**config.mk**
```make
export PLATFORM = sky130hd
export DESIGN_NAME = tank_input_mapper_flat
export DESIGN_NICKNAME = d
export VERILOG_FILES = /design/src/rtl/tank_input_mapper_pkg.sv /design/src/rtl/tank_input_mapper_if.sv /design/src/rtl/tank_input_mapper_tread.sv /design/src/rtl/tank_input_mapper.sv /design/src/flat_wrapper.sv
export SDC_FILE = /design/constraint.sdc
export NUM_CORES = 1
export LEC_CHECK = 0
export ABC_AREA = 1
export BUFFER_PORTS_ARGS = -buffer_cell sky130_fd_sc_hd__buf_2
export CAP_MARGIN = 30
export CELL_PAD_IN_SITES_DETAIL_PLACEMENT = 0
export CELL_PAD_IN_SITES_GLOBAL_PLACEMENT = 1
export CORE_MARGIN = 10
export CORE_UTILIZATION = 37
export CTS_BUF_LIST = sky130_fd_sc_hd__clkbuf_8
export CTS_CLUSTER_DIAMETER = 120
export DETAILED_ROUTE_END_ITERATION = 8
export GPL_ROUTABILITY_DRIVEN = 0
export HOLD_SLACK_MARGIN = 0.02
export PLACE_DENSITY_LB_ADDON = 0.05
export SKIP_LAST_GASP = 1
export SLEW_MARGIN = 0
export SYNTH_ARGS = -nofsm -noshare
export SYNTH_HDL_FRONTEND = slang
export SYNTH_SLANG_ARGS = --single-unit
```
**constraint.sdc**
```tcl
create_clock -name clk_sys -period 3.8 [get_ports clk_sys]
set_input_delay 0.19 -clock clk_sys [delete_from_list [all_inputs] [get_ports clk_sys]]
set_output_delay 0.19 -clock clk_sys [all_outputs]
set_load 0.02 [all_outputs]
```
**src/rtl/tank_input_mapper_pkg.sv**
```systemverilog
// Shared constants and types for the vector-tank control-input front end.
package tank_input_pkg;

    localparam logic [7:0] MOD_BZONE    = 8'd0;
    localparam logic [7:0] MOD_BRADLEY  = 8'd1;
    localparam logic [7:0] MOD_REDBARON = 8'd2;

    // Bit positions inside each player's 16-bit digital joystick word.
    localparam int JOY_R      = 0;
    localparam int JOY_L      = 1;
    localparam int JOY_D      = 2;
    localparam int JOY_U      = 3;
    localparam int JOY_FIRE   = 4;
    localparam int JOY_START1 = 5;
    localparam int JOY_START2 = 6;
    localparam int JOY_COIN   = 7;

    // Tread nibble is {Lfw, Lbk, Rfw, Rbk}.
    localparam int TR_RBK = 0;
    localparam int TR_RFW = 1;
    localparam int TR_LBK = 2;
    localparam int TR_LFW = 3;

    typedef enum logic [1:0] {
        COIN_IDLE  = 2'd0,
        COIN_PULSE = 2'd1,
        COIN_GAP   = 2'd2
    } coin_state_e;

    // Magnitude of a signed byte; -128 yields 128.
    function automatic logic [8:0] abs8(input logic [7:0] v);
        return v[7] ? (9'd0 - {v[7], v}) : {1'b0, v};
    endfunction

endpackage

```
**src/rtl/tank_input_mapper_if.sv**
```systemverilog
// HPS download bus feeding the mod/DIP capture registers.
interface tank_input_mapper_if;
    logic        ioctl_wr;
    logic [7:0]  ioctl_index;
    logic [24:0] ioctl_addr;
    logic [7:0]  ioctl_dout;

    modport master (output ioctl_wr, ioctl_index, ioctl_addr, ioctl_dout);
    modport slave  (input  ioctl_wr, ioctl_index, ioctl_addr, ioctl_dout);
endinterface

```
**src/rtl/tank_input_mapper_tread.sv**
```systemverilog
// Combinational 8-way direction {U,D,L,R} to dual-tread {Lfw,Lbk,Rfw,Rbk} decode.
module dpad_tread_decode
    import tank_input_pkg::*;
(
    input  logic [3:0] i_dir,
    output logic [3:0] o_tread
);

    always_comb begin
        o_tread = '0;
        case (i_dir)
            4'b1000: begin o_tread[TR_LFW] = 1'b1; o_tread[TR_RFW] = 1'b1; end
            4'b1010: o_tread[TR_RFW] = 1'b1;
            4'b1001: o_tread[TR_LFW] = 1'b1;
            4'b0001: begin o_tread[TR_LFW] = 1'b1; o_tread[TR_RBK] = 1'b1; end
            4'b0101: o_tread[TR_LBK] = 1'b1;
            4'b0100: begin o_tread[TR_LBK] = 1'b1; o_tread[TR_RBK] = 1'b1; end
            4'b0110: o_tread[TR_RBK] = 1'b1;
            4'b0010: begin o_tread[TR_LBK] = 1'b1; o_tread[TR_RFW] = 1'b1; end
            default: o_tread = '0;
        endcase
    end

endmodule

```
**src/rtl/tank_input_mapper.sv**
```systemverilog
// Control-input front end for Battlezone / Bradley / Red Baron: download capture,
// joystick merge, tread decode, coin conditioning and a two-stage output pipeline.
module tank_input_mapper
    import tank_input_pkg::*;
#(
    parameter int NUM_PLAYERS       = 2,
    parameter int DSW_BYTES         = 2,
    parameter int COIN_PULSE_CYCLES = 16,
    parameter int COIN_GAP_CYCLES   = 16,
    parameter int DEADZONE          = 24
)(
    input  logic                      clk_sys,
    input  logic                      reset,
    tank_input_mapper_if.slave        dl,
    input  logic [NUM_PLAYERS*16-1:0] joy,
    input  logic [15:0]               joya,
    input  logic                      analog_treads,
    input  logic                      analog_sel,
    output logic [7:0]                mod,
    output logic [DSW_BYTES*8-1:0]    dsw,
    output logic [7:0]                jb,
    output logic [7:0]                arcade_buttons,
    output logic [7:0]                aux_buttons,
    output logic                      coin_pulse
);

    localparam int MAXC = (COIN_PULSE_CYCLES > COIN_GAP_CYCLES) ? COIN_PULSE_CYCLES : COIN_GAP_CYCLES;
    localparam int CW   = $clog2(MAXC + 1);

    // Download capture lives outside reset so game settings survive a core reset.
    logic [7:0]                r_mod = 8'hFF;
    logic [DSW_BYTES-1:0][7:0] r_dsw = '0;

    always_ff @(posedge clk_sys) begin
        if (dl.ioctl_wr && dl.ioctl_index == 8'd1)
            r_mod <= dl.ioctl_dout;
        for (int i = 0; i < DSW_BYTES; i++)
            if (dl.ioctl_wr && dl.ioctl_index == 8'd254 && dl.ioctl_addr == 25'(i))
                r_dsw[i] <= dl.ioctl_dout;
    end

    assign mod = r_mod;
    assign dsw = r_dsw;

    logic [7:0]               w_joy_or;
    logic [NUM_PLAYERS*8-1:0] w_unused_joy_hi;

    always_comb begin
        w_joy_or        = '0;
        w_unused_joy_hi = '0;
        for (int p = 0; p < NUM_PLAYERS; p++) begin
            w_joy_or                  = w_joy_or | joy[p*16 +: 8];
            w_unused_joy_hi[p*8 +: 8] = joy[p*16+8 +: 8];
        end
    end

    logic [7:0] w_x, w_y;
    logic       w_x_act, w_y_act;
    logic [3:0] w_adir, w_dir, w_tread;

    assign w_x     = joya[7:0];
    assign w_y     = joya[15:8];
    assign w_x_act = abs8(w_x) > 9'(DEADZONE);
    assign w_y_act = abs8(w_y) > 9'(DEADZONE);

    // Screen-space Y grows downward, so a negative Y reads as Up.
    always_comb begin
        w_adir        = '0;
        w_adir[JOY_U] = w_y_act &  w_y[7];
        w_adir[JOY_D] = w_y_act & ~w_y[7];
        w_adir[JOY_L] = w_x_act &  w_x[7];
        w_adir[JOY_R] = w_x_act & ~w_x[7];
    end

    assign w_dir = analog_treads ? w_adir : w_joy_or[3:0];

    dpad_tread_decode u_tread (
        .i_dir   (w_dir),
        .o_tread (w_tread)
    );

    // Stage 1
    logic [6:0] r_joy;
    logic [3:0] r_tread;
    logic [7:0] r_xb, r_yb;
    logic       r_sel;
    logic       r_coin_d, r_coin_edge;

    always_ff @(posedge clk_sys) begin
        if (reset) begin
            r_joy       <= '0;
            r_tread     <= '0;
            r_xb        <= '0;
            r_yb        <= '0;
            r_sel       <= 1'b0;
            r_coin_d    <= 1'b1;
            r_coin_edge <= 1'b0;
        end else begin
            r_joy       <= w_joy_or[6:0];
            r_tread     <= w_tread;
            r_xb        <= w_x + 8'd128;
            r_yb        <= w_y + 8'd128;
            r_sel       <= analog_sel;
            r_coin_d    <= w_joy_or[JOY_COIN];
            r_coin_edge <= w_joy_or[JOY_COIN] & ~r_coin_d;
        end
    end

    coin_state_e   r_state, w_state_nx;
    logic [CW-1:0] r_cnt, w_cnt_nx;

    always_ff @(posedge clk_sys) begin
        if (reset) begin
            r_state <= COIN_IDLE;
            r_cnt   <= '0;
        end else begin
            r_state <= w_state_nx;
            r_cnt   <= w_cnt_nx;
        end
    end

    // Edges arriving outside IDLE are simply not looked at, hence dropped.
    always_comb begin
        w_state_nx = r_state;
        w_cnt_nx   = r_cnt;
        case (r_state)
            COIN_IDLE: begin
                if (r_coin_edge) begin
                    w_state_nx = COIN_PULSE;
                    w_cnt_nx   = '0;
                end
            end
            COIN_PULSE: begin
                if (r_cnt == CW'(COIN_PULSE_CYCLES - 1)) begin
                    w_state_nx = COIN_GAP;
                    w_cnt_nx   = '0;
                end else begin
                    w_cnt_nx = r_cnt + CW'(1);
                end
            end
            COIN_GAP: begin
                if (r_cnt == CW'(COIN_GAP_CYCLES - 1)) begin
                    w_state_nx = COIN_IDLE;
                    w_cnt_nx   = '0;
                end else begin
                    w_cnt_nx = r_cnt + CW'(1);
                end
            end
            default: begin
                w_state_nx = COIN_IDLE;
                w_cnt_nx   = '0;
            end
        endcase
    end

    assign coin_pulse = (r_state == COIN_PULSE);

    // Stage 2 mapping; the tank layout is also the fallback for unknown codes.
    logic [7:0] w_jb_nx, w_arc_nx, w_aux_nx;

    always_comb begin
        w_jb_nx  = {coin_pulse, r_joy[JOY_START1], r_joy[JOY_START2], r_joy[JOY_FIRE], r_tread};
        w_arc_nx = {2'b00, r_joy[JOY_START1], r_joy[JOY_START2] | r_joy[JOY_FIRE], r_tread};
        w_aux_nx = '0;
        case (r_mod)
            MOD_REDBARON: begin
                w_jb_nx  = {~coin_pulse, r_joy[JOY_START1], r_joy[JOY_START2], r_joy[JOY_FIRE],
                            r_joy[JOY_D], r_joy[JOY_U], r_joy[JOY_R], r_joy[JOY_L]};
                w_arc_nx = r_sel ? r_xb : r_yb;
                w_aux_nx = {r_joy[JOY_FIRE], r_joy[JOY_START1], 6'b0};
            end
            MOD_BZONE, MOD_BRADLEY: ;
            default: ;
        endcase
    end

    logic [7:0] r_jb, r_arc, r_aux;

    always_ff @(posedge clk_sys) begin
        if (reset) begin
            r_jb  <= '0;
            r_arc <= '0;
            r_aux <= '0;
        end else begin
            r_jb  <= w_jb_nx;
            r_arc <= w_arc_nx;
            r_aux <= w_aux_nx;
        end
    end

    assign jb             = r_jb;
    assign arcade_buttons = r_arc;
    assign aux_buttons    = r_aux;

endmodule

```
**src/flat_wrapper.sv**
```systemverilog
// flat-port wrapper written by rule: the top's interface ports become plain ports
module tank_input_mapper_flat import tank_input_pkg::*;
#(
    parameter int NUM_PLAYERS       = 2,
    parameter int DSW_BYTES         = 2,
    parameter int COIN_PULSE_CYCLES = 16,
    parameter int COIN_GAP_CYCLES   = 16,
    parameter int DEADZONE          = 24
)
  (clk_sys, reset, joy, joya, analog_treads, analog_sel, mod, dsw, jb, arcade_buttons, aux_buttons, coin_pulse, dl_ioctl_wr, dl_ioctl_index, dl_ioctl_addr, dl_ioctl_dout);
  tank_input_mapper_if dl_i ();
  input  logic clk_sys;
  input  logic reset;
  input  logic [NUM_PLAYERS*16-1:0] joy;
  input  logic [15:0] joya;
  input  logic analog_treads;
  input  logic analog_sel;
  output logic [7:0] mod;
  output logic [DSW_BYTES*8-1:0] dsw;
  output logic [7:0] jb;
  output logic [7:0] arcade_buttons;
  output logic [7:0] aux_buttons;
  output logic coin_pulse;
  input wire logic [$bits(dl_i.ioctl_wr)-1:0] dl_ioctl_wr;
  input wire logic [$bits(dl_i.ioctl_index)-1:0] dl_ioctl_index;
  input wire logic [$bits(dl_i.ioctl_addr)-1:0] dl_ioctl_addr;
  input wire logic [$bits(dl_i.ioctl_dout)-1:0] dl_ioctl_dout;
  assign dl_i.ioctl_wr = dl_ioctl_wr;
  assign dl_i.ioctl_index = dl_ioctl_index;
  assign dl_i.ioctl_addr = dl_ioctl_addr;
  assign dl_i.ioctl_dout = dl_ioctl_dout;
  tank_input_mapper #(.NUM_PLAYERS(NUM_PLAYERS), .DSW_BYTES(DSW_BYTES), .COIN_PULSE_CYCLES(COIN_PULSE_CYCLES), .COIN_GAP_CYCLES(COIN_GAP_CYCLES), .DEADZONE(DEADZONE)) u_core (.clk_sys(clk_sys), .reset(reset), .dl(dl_i), .joy(joy), .joya(joya), .analog_treads(analog_treads), .analog_sel(analog_sel), .mod(mod), .dsw(dsw), .jb(jb), .arcade_buttons(arcade_buttons), .aux_buttons(aux_buttons), .coin_pulse(coin_pulse));
endmodule
```
==> reports/results.tsv <==
stage	metric	value	unit
run_status	status	finished clean	
critical_path	slowest CP cell	edfxtp_1	
sta	slew margin rel.	55.0	%
detailed_routing	DRC	0	
final_layout	Area Growth Syn to Fin	29.4	%
sta	Final setup viols	0	
critical_path	crit path cell chain	nor4_1 -> nand2_1 -> inv_2 -> nand2_1 -> o21ai_1	
die	Die Span Y	111	um
power	Tot Pwr	1.88	mW
detailed_routing	drt pass-1 iters	4	
critical_path	CP startpoint	u_core.mod[3]	
critical_path	crit-path max cell delay	0.41	ns
sta	RSZ-0062 raised after global routing	no	
die	io pins	143	
clocking	Worst-path clk slew	0.08	ns
global_route	pin count of the biggest net entering global routing	37	
yosys	Post-Syn Area per Cell	9.46	um2
power	static leakage	1.88	nW
clocking	Post-CTS Hold Fix Bufs	0	
yosys	most area-consuming cells after synthesis	dfxtp_1 36%, edfxtp_1 23%, nor2_1 6.7%	
yosys	synthesized area	3080	um2
yosys	cell taking the most area after synthesis	dfxtp_1	
die	DIE WIDTH	111	um
sta	fin crit share	46.9	%
sta	fin crit period	1.78	ns
sta	clock skew	0.00857	ns
clocking	Root Driver	clkbuf_8	
detailed_routing	Detail Route Antenna Nets	0	
clocking	CTS buffer count	9	
sta	Highest Clock Rate	561	MHz
sta	fin. max-slew vios	0	
critical_path	Startpoint Class	flip-flop	
yosys	top cells by count, synth	55 x dfxtp_1, 55 x nor2_1, 45 x nand2_1, 30 x inv_1, 24 x edfxtp_1	
detailed_routing	Routed WL	7830	um
hold_path	HP Start	joy[7]	
yosys	top-area cell type share of the netlist area	35.7	%
hold_path	Tightest Hold Check Type	in -> reg	
detailed_routing	Vias	2520	
place	I/O Buffers	120	
clocking	TritonCTS clock tree	built	
global_route	initial antenna violation count	0	
critical_path	crit end category	flip-flop	
place	post-DP HPWL	6410	um
place	Placed Instances	546	
yosys	yosys warns	0	
detailed_routing	Initial DRC Count	79	
yosys	EDFF count, synth	24	
final_layout	# diodes	0	
final_layout	Filler Cell Count	859	
final_layout	share of cells above drive strength 1	35.0	%
sta	Worst Tran Pin Value	0.675	ns
power	worst vdd ir	0.150	mV
global_route	total gr overflow	0	
clocking	worst-case clock buffer depth	2	
sta	Setup WS post-layout	2.02	ns
yosys	Post-synth top flop	dfxtp_1	
yosys	Syn Inst Count	326	
sta	endpoints failing hold	0	
critical_path	most used cell, CP	nand2_1	
global_route	total track usage	12.7	%
clocking	worst skew pair latency	0.34	ns
critical_path	CP Class	reg -> reg	
clocking	H-tree depth	3	
die	Initial Utilization	37.7	%
yosys	Post-synth ARST share	0	%
final_layout	final core utilization	48.8	%
clocking	post-cts sizing count	0	
critical_path	critical path peak fanout	9	
run	max-capacitance violation count	0	
clocking	CTS sink cnt	79	
die	Core Rows	33	
final_layout	Nets	552	
global_route	vias in the first global route	2621	
detailed_routing	vias per inst	4.48	
critical_path	CP Data Required Time	4.07	ns
die	Core Area	8180	um2
critical_path	reg2reg start	u_core.mod[3]	
sta	TNS Setup	0	ns
yosys	Seq/Total Area, Yosys	59.1	%
critical_path	crit path DAT	2.05	ns
place	dpl ws	1.74	ns
detailed_routing	Wirelength per Cell	13.9	um
clocking	setup bufs post-CTS	0	
yosys	post-synth cell types	37	
yosys	FF+latch count, synth	79	
power	Pwr Density	471	nW/um2
final_layout	final std cells w/o fill	562	
global_route	global-route wire length before repair	12900	um
die	area of the die	12400	um2
power by group:
group	internal, mW	leakage, nW	switching [mW]
Combinational	0.103	1.09	0.167
Sequential	0.906	0.669	0.0190
Clock	0.400	0.122	0.283
stage by stage:
step                instance area (um2)  hold WS [ns]
finish                             3990        0.0407
floorplan                          3100         0.262
global route                       3990        0.0470
CTS                                3990        0.0321
detailed placement                 3770         0.391
global placement                   3760         0.375
cells by family (layout without fill, tap and decap cells):
family,after synthesis,count (layout),synth area share (%)
AO/OA/AOI/OAI,33,33,6.49
XOR/XNOR,1,1,0.284
adder cells (fa/ha/maj),6,6,2.43
buffers and inverters,48,174,7.10
flip-flops,79,79,59.1
multiplexers,4,4,1.30
other,1,6,0.122
AND/OR/NAND/NOR,154,154,23.2
worst paths after layout:
path / cells past startpoint / slack [ns] / end
worst max-delay path: 5 / 2.02 / u_core.arcade_buttons[1]
worst min register to register: 1 / 0.40 / u_core.r_coin_edge
worst max register to register: 5 / 2.02 / u_core.arcade_buttons[1]
worst min-delay path: 3 / 0.04 / u_core.r_coin_d
sequential cells by signal, indices dropped and copies added (netlist names), 4 cells and up:
signal and flops:
u_core.r_cnt 5, u_core.r_xb 8, u_core.mod 8, u_core.arcade_buttons 8
u_core.r_yb 8, u_core.dsw 16, u_core.r_joy 7, u_core.jb 8
u_core.r_tread 4
final cells by class:
class,instances,area (um2),share of cell area (%)
flip-flops and latches,79,1820,45.6
multi-input cells,204,1060,26.6
repair buffers,123,621,15.5
clock buffers,11,151,3.79
inverters,35,131,3.29
well taps,105,131,3.29
clock inverters,5,72.6,1.82
per-layer routing:
layer / GRT usage (%) / share of wire [%]
met1: 15.1 / 45
met2: 20.8 / 47
met3: 3.79 / 5.6
met4: 5.23 / 1.8
met5: 0 / 0
cell usage in the layout, fill, tap and decap left out, types with 2 or more instances in the layout:
master,instances
conb_1,6
buf_2,121
nor2_1,55
nor3_1,8
nor4b_1,2
a31oi_1,2
nand2_2,6
a21oi_1,11
edfxtp_1,24
a21oi_2,2
ha_1,6
bufinv_16,2
clkbuf_8,11
nor4_1,6
o21ai_1,5
nand3_1,17
inv_1,32
buf_4,2
dfxtp_1,55
mux2i_1,4
nand4_1,3
inv_2,4
a211oi_1,2
o21ai_0,7
nor2_2,5
nand2_1,45
nand2_4,3
worst max-delay path, delay by kind of cell (launching register included):
family,cells,cell delay (ns)
buffers and inverters,1,0.24
DFF,1,0.41
and+or+nand+nor,3,0.86
AOI/OAI and AO/OA,1,0.20
Note: power is estimated with default switching activity, not from simulation.
